===== src/rtl/vending_controller.sv =====
// -----------------------------------------------------------------------------
// vending_controller
//   Credit/vend state machine driven by debounced keypad events. Coin keys add
//   credit up to a ceiling. Item keys buy when credit covers the price. Cancel
//   refunds the whole credit. Dispense and change outputs are held for
//   HOLD_CYCLES clocks. Keys are ignored during that time.
//
// Ports
//   clk           in   1          system clock
//   reset         in   1          asynchronous, active-low reset
//   key_code      in   4          debounced key number (0-3 coin, 4.. item, E cancel)
//   key_valid     in   1          one-cycle strobe qualifying key_code
//   credit        out  CREDIT_W   current credit, binary
//   dispense      out  N_ITEMS    one-hot vend strobe, held HOLD_CYCLES
//   change        out  CREDIT_W   refund amount, valid while change_valid
//   change_valid  out  1          refund in progress, held HOLD_CYCLES
//   coin_reject   out  1          one-cycle pulse: coin would exceed MAX_CREDIT
//   deny          out  1          one-cycle pulse: item key with too little credit
//   busy          out  1          high in DISPENSE or CHANGE; keys ignored
// -----------------------------------------------------------------------------
module vending_controller #(
    parameter int                          CREDIT_W    = 8,
    parameter int                          MAX_CREDIT  = 200,
    parameter int                          N_ITEMS     = 4,
    parameter logic [4*CREDIT_W-1:0]       COIN_VALS   = {8'd50, 8'd25, 8'd10, 8'd5},
    parameter logic [N_ITEMS*CREDIT_W-1:0] ITEM_PRICES = {N_ITEMS{CREDIT_W'(75)}},
    parameter int                          HOLD_CYCLES = 50_000_000,
    parameter bit                          AUTO_CHANGE = 1'b1
) (
    input  logic                clk,
    input  logic                reset,
    input  logic [3:0]          key_code,
    input  logic                key_valid,
    output logic [CREDIT_W-1:0] credit,
    output logic [N_ITEMS-1:0]  dispense,
    output logic [CREDIT_W-1:0] change,
    output logic                change_valid,
    output logic                coin_reject,
    output logic                deny,
    output logic                busy
);

    // Coin values and prices are CREDIT_W-bit slices, so they are in range by
    // construction. Only the ceiling and the item count need checking.
    if (MAX_CREDIT < 0 || MAX_CREDIT >= (1 << CREDIT_W)) begin : g_bad_max_credit
        $error("vending_controller: MAX_CREDIT does not fit in CREDIT_W bits");
    end
    if (N_ITEMS < 1 || N_ITEMS > 8) begin : g_bad_n_items
        $error("vending_controller: N_ITEMS must be 1..8");
    end
    if (HOLD_CYCLES < 1) begin : g_bad_hold
        $error("vending_controller: HOLD_CYCLES must be >= 1");
    end

    localparam int TIMER_W = (HOLD_CYCLES > 1) ? $clog2(HOLD_CYCLES) : 1;
    localparam logic [TIMER_W-1:0]  HOLD_LOAD = TIMER_W'(HOLD_CYCLES - 1);
    localparam logic [CREDIT_W:0]   MAX_SUM   = (CREDIT_W + 1)'(MAX_CREDIT);
    localparam logic [3:0]          KEY_CANCEL = 4'hE;

    typedef enum logic [1:0] {
        S_IDLE     = 2'd0,
        S_DISPENSE = 2'd1,
        S_CHANGE   = 2'd2
    } state_t;

    state_t               state;
    logic [TIMER_W-1:0]   timer;

    // Key decode
    logic                 is_coin;
    logic                 is_item;
    logic                 is_cancel;
    logic [2:0]           item_idx;
    logic [CREDIT_W-1:0]  coin_val;
    logic [CREDIT_W-1:0]  item_price;
    logic [CREDIT_W:0]    coin_sum;

    assign is_coin   = (key_code[3:2] == 2'b00);
    assign is_item   = (key_code >= 4'd4) && ({1'b0, key_code} < 5'(4 + N_ITEMS));
    assign is_cancel = (key_code == KEY_CANCEL);
    assign item_idx  = 3'(key_code - 4'd4);

    // NOTE: every variable assigned in always_comb gets a default first, so a
    // key that matches no table entry cannot infer a latch.
    always_comb begin
        coin_val   = '0;
        item_price = '0;
        for (int k = 0; k < 4; k++) begin
            if (key_code[1:0] == 2'(k)) coin_val = COIN_VALS[k*CREDIT_W +: CREDIT_W];
        end
        for (int i = 0; i < N_ITEMS; i++) begin
            if (item_idx == 3'(i)) item_price = ITEM_PRICES[i*CREDIT_W +: CREDIT_W];
        end
    end

    // One extra bit so an overflowing coin is seen as over the ceiling rather
    // than wrapping to a small credit.
    assign coin_sum = {1'b0, credit} + {1'b0, coin_val};

    // NOTE: state and outputs use non-blocking assignments so every register
    // samples the pre-edge values and updates together.
    always_ff @(posedge clk or negedge reset) begin
        if (!reset) begin
            state        <= S_IDLE;
            timer        <= '0;
            credit       <= '0;
            dispense     <= '0;
            change       <= '0;
            change_valid <= 1'b0;
            coin_reject  <= 1'b0;
            deny         <= 1'b0;
            busy         <= 1'b0;
        end else begin
            coin_reject <= 1'b0;
            deny        <= 1'b0;
            case (state)
                S_IDLE: begin
                    if (key_valid) begin
                        if (is_coin) begin
                            if (coin_sum <= MAX_SUM) credit <= coin_sum[CREDIT_W-1:0];
                            else                     coin_reject <= 1'b1;
                        end else if (is_item) begin
                            if (credit >= item_price) begin
                                credit   <= credit - item_price;
                                dispense <= N_ITEMS'(1) << item_idx;
                                timer    <= HOLD_LOAD;
                                busy     <= 1'b1;
                                state    <= S_DISPENSE;
                            end else begin
                                deny <= 1'b1;
                            end
                        end else if (is_cancel && credit != '0) begin
                            change       <= credit;
                            credit       <= '0;
                            change_valid <= 1'b1;
                            timer        <= HOLD_LOAD;
                            busy         <= 1'b1;
                            state        <= S_CHANGE;
                        end
                    end
                end
                S_DISPENSE: begin
                    if (timer == '0) begin
                        dispense <= '0;
                        // Leftover credit goes straight to refund on the same
                        // edge, so dispense and change_valid never overlap.
                        if (AUTO_CHANGE && credit != '0) begin
                            change       <= credit;
                            credit       <= '0;
                            change_valid <= 1'b1;
                            timer        <= HOLD_LOAD;
                            state        <= S_CHANGE;
                        end else begin
                            busy  <= 1'b0;
                            state <= S_IDLE;
                        end
                    end else begin
                        timer <= timer - TIMER_W'(1);
                    end
                end
                S_CHANGE: begin
                    if (timer == '0) begin
                        change_valid <= 1'b0;
                        change       <= '0;
                        busy         <= 1'b0;
                        state        <= S_IDLE;
                    end else begin
                        timer <= timer - TIMER_W'(1);
                    end
                end
                default: state <= S_IDLE;
            endcase
        end
    end

endmodule


===== config.mk =====
export PLATFORM = sky130hd
export DESIGN_NAME = vending_controller
export DESIGN_NICKNAME = d
export VERILOG_FILES = /design/src/rtl/vending_controller.sv
export SDC_FILE = /design/constraint.sdc
export NUM_CORES = 1
export LEC_CHECK = 0
export BUFFER_PORTS_ARGS = -buffer_cell sky130_fd_sc_hd__buf_2
export CORE_MARGIN = 8
export CORE_UTILIZATION = 45
export DETAILED_ROUTE_END_ITERATION = 8
export PLACE_DENSITY = 0.68
export SYNTH_ARGS = -nofsm -noshare
export SYNTH_HDL_FRONTEND = slang
export SYNTH_SLANG_ARGS = --single-unit

===== constraint.sdc =====
create_clock -name clk -period 6.7 [get_ports clk]
set_clock_uncertainty 0.2 [all_clocks]
set_input_delay 1.34 -clock clk [delete_from_list [all_inputs] [get_ports clk]]
set_output_delay 1.34 -clock clk [all_outputs]
set_load 0.05 [all_outputs]

==> results.yml, run 1 <==
detailed_routing:
  dr.pass1.iters: 5
  drc: 0
  viasPerCell: 6.025
  vias: 3410
  drt_wl_total_um: 9164
  drt-initial-drc-count: 329
  wl_per_cell_um: 16.19
  final_antenna_net_count: 0
critical_path:
  required_ps: 6730
  critPathArrivalTime_ps: 4390
  cp_slowest_cell: "a211oi_1"
  worstRegToRegCells: 9
  worstPathCellList: "buf_2 -> inv_1 -> ha_1 -> fa_1 -> a211oi_1 -> o21bai_1 -> a41o_1 -> a211oi_1 -> o211ai_4 -> o31a_1 -> o211ai_1"
  reg2reg_from: "credit[0]$_DFFE_PN0P_"
  cp_max_fo: 18
  setup.worst_path.class: "primary input to flop"
  endpoint_kind: "flop"
  crit_cells: 11
  worstSetupEndpoint: "credit[2]$_DFFE_PN0P_"
  reg2reg_setup_slack_ps: 3170
  cp-startpoint: "key_code[0]"
  crit_top_cell: "a211oi_1"
  r2r_end: "credit[2]$_DFFE_PN0P_"
  critPathTopFamily: "compound AO/OA/AOI/OAI gates"
  crit_buf_inv: 2
  slowest_delay_ps: 460
  worst_setup_path_start_kind: "primary input"
worst_hold_path:
  hp-class: "flop to flop"
global_routing:
  grt_pass1_vias: 3152
  antenna_found_initial: 0
  grt_util_met3_pct: 2.575
  grtUsageTotal_pct: 16.00
  grt_use_met1_pct: 22.67
  grt_most_used_layer: "met2"
  grt_max_degree: 53
  use_met2_pct: 24.54
  grt_pass1_wl_um: 15410
  grt_overflow_total: 0
timing:
  post-route-period-util_pct: 65.03
  max_slew.worst_pin.slew_ps: 726.8
  rsz0062_at_grt: "no"
  timing.hold.ws_ps: 277.0
  timing.final.hold_violations: 0
  setup_violations: 0
  relSlewSlack_pct: 51.54
  drv_slew: 0
  fmax_mhz: 229.5
  fin_tns_setup_ps: 0
  min_period_ps: 4357
clock_network:
  cts_root_buffer: "clkbuf_8"
  cts_buffer_depth: 2
  clkTransAtPathRegs_ps: 100
  ctsResizeCount: 0
  post-cts-setup-buffer-count: 0
  numCtsBuffers: 5
  h-tree-depth: 2
  clock-sinks: 52
  cts_tree: "yes"
  clock_latency_ps: 310
  cts_hold_buf: 0
outcome:
  status: "completed"
power:
  pwr_density_cell_nw_per_um2: 467.9
  leakagePower_nw: 1.719
  peakVddDrop_v: 0.0002403
  power_mw: 1.889
layout:
  final_util_pct: 49.62
  area_growth_pct: 7.677
  num-fill-cells: 788
  final_common_cell: "o21ai_0"
  drive_above_1_share_pct: 14.97
  finalNetCount: 489
  antenna_cells: 0
  final_cell_mix: "o21ai_0, dfrtp_1, nor2_1"
synth:
  yosysTopAreaCell: "dfrtp_1"
  synth_nets: 474
  ys_top_cells_by_area: "dfrtp_1, o21ai_0, ha_1"
  synthDominantCellAreaShare_pct: 34.71
  ys_ff_latch: 52
  yosys_most_used_dff: "dfrtp_1"
  ys_seq_area_share_pct: 34.71
  syn_area_um2: 3749
  yosysWarnings: 0
  synth-async-reset-ratio_pct: 100.0
  avgSynthCellArea_um2: 8.424
  synth-edff-count: 0
  syn-instance-count: 445
  synth.distinct_cells: 68
die:
  die-area_um2: 11510
  core_region_area_um2: 8134
  die_h_um: 107.3
  die_x_um: 107.3
  rows: 33
  io_pins: 31
  start_util_pct: 46.09
placed_design:
  place_congestion: 0.9128
  portBuffers: 30
  dpl.hpwl_um: 6601
flow_run:
  maxCapViolCount: 0
==> report_power, final <==
group / total [mW] / internal (mW) / switching, mW
combinational: 1.13 / 0.378 / 0.749
sequential: 0.567 / 0.428 / 0.139
clock: 0.194 / 0.0844 / 0.110
total: 1.89 / 0.891 / 0.998
==> sequential cells by signal, indices dropped and copies added (netlist names) <==
| register | cells |
|---|---|
| busy | 1 |
| change | 8 |
| change_valid | 1 |
| coin_reject | 1 |
| credit | 8 |
| deny | 1 |
| dispense | 4 |
| state | 2 |
| timer | 26 |
==> layout make-up <==
| class | instances | area (µm²) | share of cell area [%] |
|---|---|---|---|
| Multi-Input combinational cell | 349 | 2266 | 56.14 |
| Clock inverter | 1 | 7.507 | 0.1860 |
| Clock buffer | 7 | 86.33 | 2.139 |
| Tap cell | 105 | 131.4 | 3.255 |
| Timing Repair Buffer | 33 | 172.7 | 4.278 |
| Sequential cell | 52 | 1301 | 32.24 |
| Inverter | 19 | 71.32 | 1.767 |
==> how the worst min path moves through the flow <==
stage	cells after the start	startpoint	end	slack, ps
4_1_cts	2	change[2]$_DFFE_PN0P_	change[2]$_DFFE_PN0P_	290
3_5_place_dp	2	change[6]$_DFFE_PN0P_	change[6]$_DFFE_PN0P_	270
3_3_place_gp	2	change[2]$_DFFE_PN0P_	change[2]$_DFFE_PN0P_	260
5_1_grt	2	change[3]$_DFFE_PN0P_	change[3]$_DFFE_PN0P_	300
6_report	2	change[3]$_DFFE_PN0P_	change[3]$_DFFE_PN0P_	280
2_1_floorplan	1	timer[7]$_DFFE_PN0P_	timer[7]$_DFFE_PN0P_	260
==> kinds of logic after synthesis <==
kind of cell,Yosys count,share of synthesized area [%]
muxes,5,1.435
buffers and inverters,44,4.840
and+or+nand+nor,170,24.37
xor gates and xnor gates,3,0.7011
DFF,52,34.71
adders and majority gates,22,7.744
AOI/OAI and AO/OA,149,26.20
==> metal layers <==
metal	part of all wire (%)	vias up	routed length (µm)
li1	-	1664	-
met1	48	1624	4424
met2	44	112	4054
met3	6.6	10	602
met4	0.89	0	82
met5	0	-	0
==> stage by stage <==
stage | setup slack (ps) | std cells | cell area, µm²
finish | 2343 | 566 | 4036
global route | 2182 | 566 | 4036
CTS | 2359 | 566 | 4036
detailed placement | 2035 | 558 | 3943
global placement | 2189 | 558 | 3943
floorplan | 2674 | 445 | 3749
==> synth_stat cells (7+ instances only) <==
cell type / count
a21oi_1: 27
inv_1: 18
or2_2: 7
o31ai_1: 10
nand3_1: 7
nor2_1: 51
o21ai_0: 55
nand2_1: 34
ha_1: 20
nand2b_1: 11
clkbuf_1: 14
nor3_1: 17
dfrtp_1: 52
==> tightest hold or removal path, cell delays in order, from the launching register on <==
cell and delay, ps:
dfrtp_1 350, nand2_1 40, o21ai_0 60
(Power assumes the default switching activity.)
==> run 2, diff against run 1 <==
PLACE_DENSITY = 0.7   (was 0.68)
clock period = 3.7 ns   (was 6.7 ns; I/O delays follow)
==> run 2 against run 1 <==
Net effect:
- utilization up 1.3 points
- register-to-register slack worse by 2700 ps
- clock power increased by 78%
- non-clock buffer count is 14 higher
- critical endpoint is now credit[3]$_DFFE_PN0P_
- highest routed layer unchanged
- wire length down 0.86%
==> results.yml, run 2 (synthesis results as in run 1) <==
outcome:
  status: "completed"
placed_design:
  place_congestion: 0.8612
  dpl.hpwl_um: 6792
  portBuffers: 30
  post-place-ws_ps: -1.176
  placement.cell_area_um2: 4048
clock_network:
  numCtsBuffers: 5
  clock_latency_ps: 310
  cts_tree: "yes"
  h-tree-depth: 2
  clock-sinks: 52
  post-cts-setup-buffer-count: 0
  cts_buffer_depth: 2
  cts_hold_buf: 0
  clkTransAtPathRegs_ps: 100
  cts_root_buffer: "clkbuf_8"
  ctsResizeCount: 0
global_routing:
  grt_pass1_vias: 3239
  antenna_found_initial: 0
  grt_overflow_total: 0
  grt_max_degree: 32
  grtUsageTotal_pct: 16.20
  grt_pass1_wl_um: 15510
critical_path:
  worst_setup_path_start_kind: "primary input"
  reg2reg_setup_slack_ps: 480
  reg2reg_from: "credit[0]$_DFFE_PN0P_"
  r2r_end: "credit[3]$_DFFE_PN0P_"
  endpoint_kind: "flop"
  setup.worst_path.class: "primary input to flop"
  worstRegToRegCells: 9
  critPathArrivalTime_ps: 3390
  cp_max_fo: 9
  required_ps: 3720
timing:
  max_slew.worst_pin.slew_ps: 663.7
  drv_slew: 0
  relSlewSlack_pct: 55.62
  fin_tns_setup_ps: 0
  rsz0062_at_grt: "no"
  timing.final.hold_violations: 0
  fmax_mhz: 296.5
  fin_ws_ps: 327.0
  min_period_ps: 3373
  post-route-period-util_pct: 91.16
  setup_violations: 0
power:
  power_mw: 3.482
  peakVddDrop_v: 0.0003662
  leakagePower_nw: 1.787
  pwr_density_cell_nw_per_um2: 840.8
layout:
  final_cell_mix: "o21ai_0, dfrtp_1, nor2_1"
  largest_reg_flops: 26
  num-fill-cells: 766
  reg.largest.list: "timer x26, change x8, credit x8"
  final_common_cell: "o21ai_0"
  largest-register: "timer"
  multi_input_area_um2: 2266
  antenna_cells: 0
  drive_above_1_share_pct: 17.47
  area_growth_pct: 10.48
  finalInstanceArea_um2: 4141
  finalNetCount: 503
  regArea_um2: 1301
detailed_routing:
  drt-initial-drc-count: 219
  vias: 3405
  viasPerCell: 5.871
  drc: 0
  final_antenna_net_count: 0
  drt_wl_total_um: 9085
  dr.pass1.iters: 5
  wl_per_cell_um: 15.66
flow_run:
  maxCapViolCount: 0
die:
  io_pins: 31
  core_region_area_um2: 8134
  die_h_um: 107.3
  die_x_um: 107.3
  start_util_pct: 46.09
  die-area_um2: 11510
  rows: 33
worst_hold_path:
  hp-class: "primary input to asynchronous set/reset pin"
## run 2: cell count changes in the layout (fill, tap and decap cells not counted), sizes merged
cell  change
buf      +14
## run 2: worst max path at each step
stage                 from               endpoint  slack (ps)  cells after the start
2_1_floorplan  key_code[0]  credit[1]$_DFFE_PN0P_         270                     12
3_3_place_gp   key_code[0]  credit[3]$_DFFE_PN0P_          90                     11
3_5_place_dp   key_code[0]  credit[0]$_DFFE_PN0P_          -1                     11
4_1_cts        key_code[0]  credit[3]$_DFFE_PN0P_         340                     11
5_1_grt        key_code[0]  credit[0]$_DFFE_PN0P_          90                     11
6_report       key_code[0]  credit[3]$_DFFE_PN0P_         330                     11
## run 2: final cells by class
class | count | area share, %
multi-input cells | 349 | 54.71
inverters | 19 | 1.722
clock inverters | 1 | 0.1813
flip-flops and latches | 52 | 31.42
well taps | 105 | 3.172
repair buffers | 47 | 6.707
clock buffers | 7 | 2.085
## run 2: per-layer routing
layer / wire length (µm) / GRT usage [%] / vias to the layer above / part of all wire, %
li1: - / - / 1678 / -
met1: 4302 / 22.47 / 1598 / 47
met2: 4196 / 25.11 / 118 / 46
met3: 453 / 2.635 / 11 / 5.0
met4: 133 / 5.025 / 0 / 1.5
met5: 0 / 0 / - / 0
## run 2: stage by stage
| stage | hold slack (ps) | util, % | std cells |
|---|---|---|---|
| 2_1_floorplan | 244.4 | - | 445 |
| 4_1_cts | 200.7 | 50.92 | 580 |
| 6_report | 187.2 | 50.92 | 580 |
| 5_1_grt | 232.8 | 50.92 | 580 |
| 3_5_place_dp | 263.4 | 49.76 | 572 |
| 3_3_place_gp | 254.0 | 49.76 | 572 |
## run 2: worst max-delay path, stage by stage
cell and delay (ps):
buf_2 110, inv_1 80, ha_1 250, fa_1 410
a211oi_1 420, nor2_1 120, xor2_1 170, o311ai_1 470
o211ai_4 200, buf_4 200, o31ai_1 220
## run 2: where the power goes
| group | switching [mW] | internal, mW | leakage (nW) |
|---|---|---|---|
| Combinational | 1.37 | 0.746 | 1.08 |
| Sequential | 0.242 | 0.776 | 0.659 |
| Clock | 0.192 | 0.153 | 0.0445 |
| Total | 1.81 | 1.67 | 1.79 |
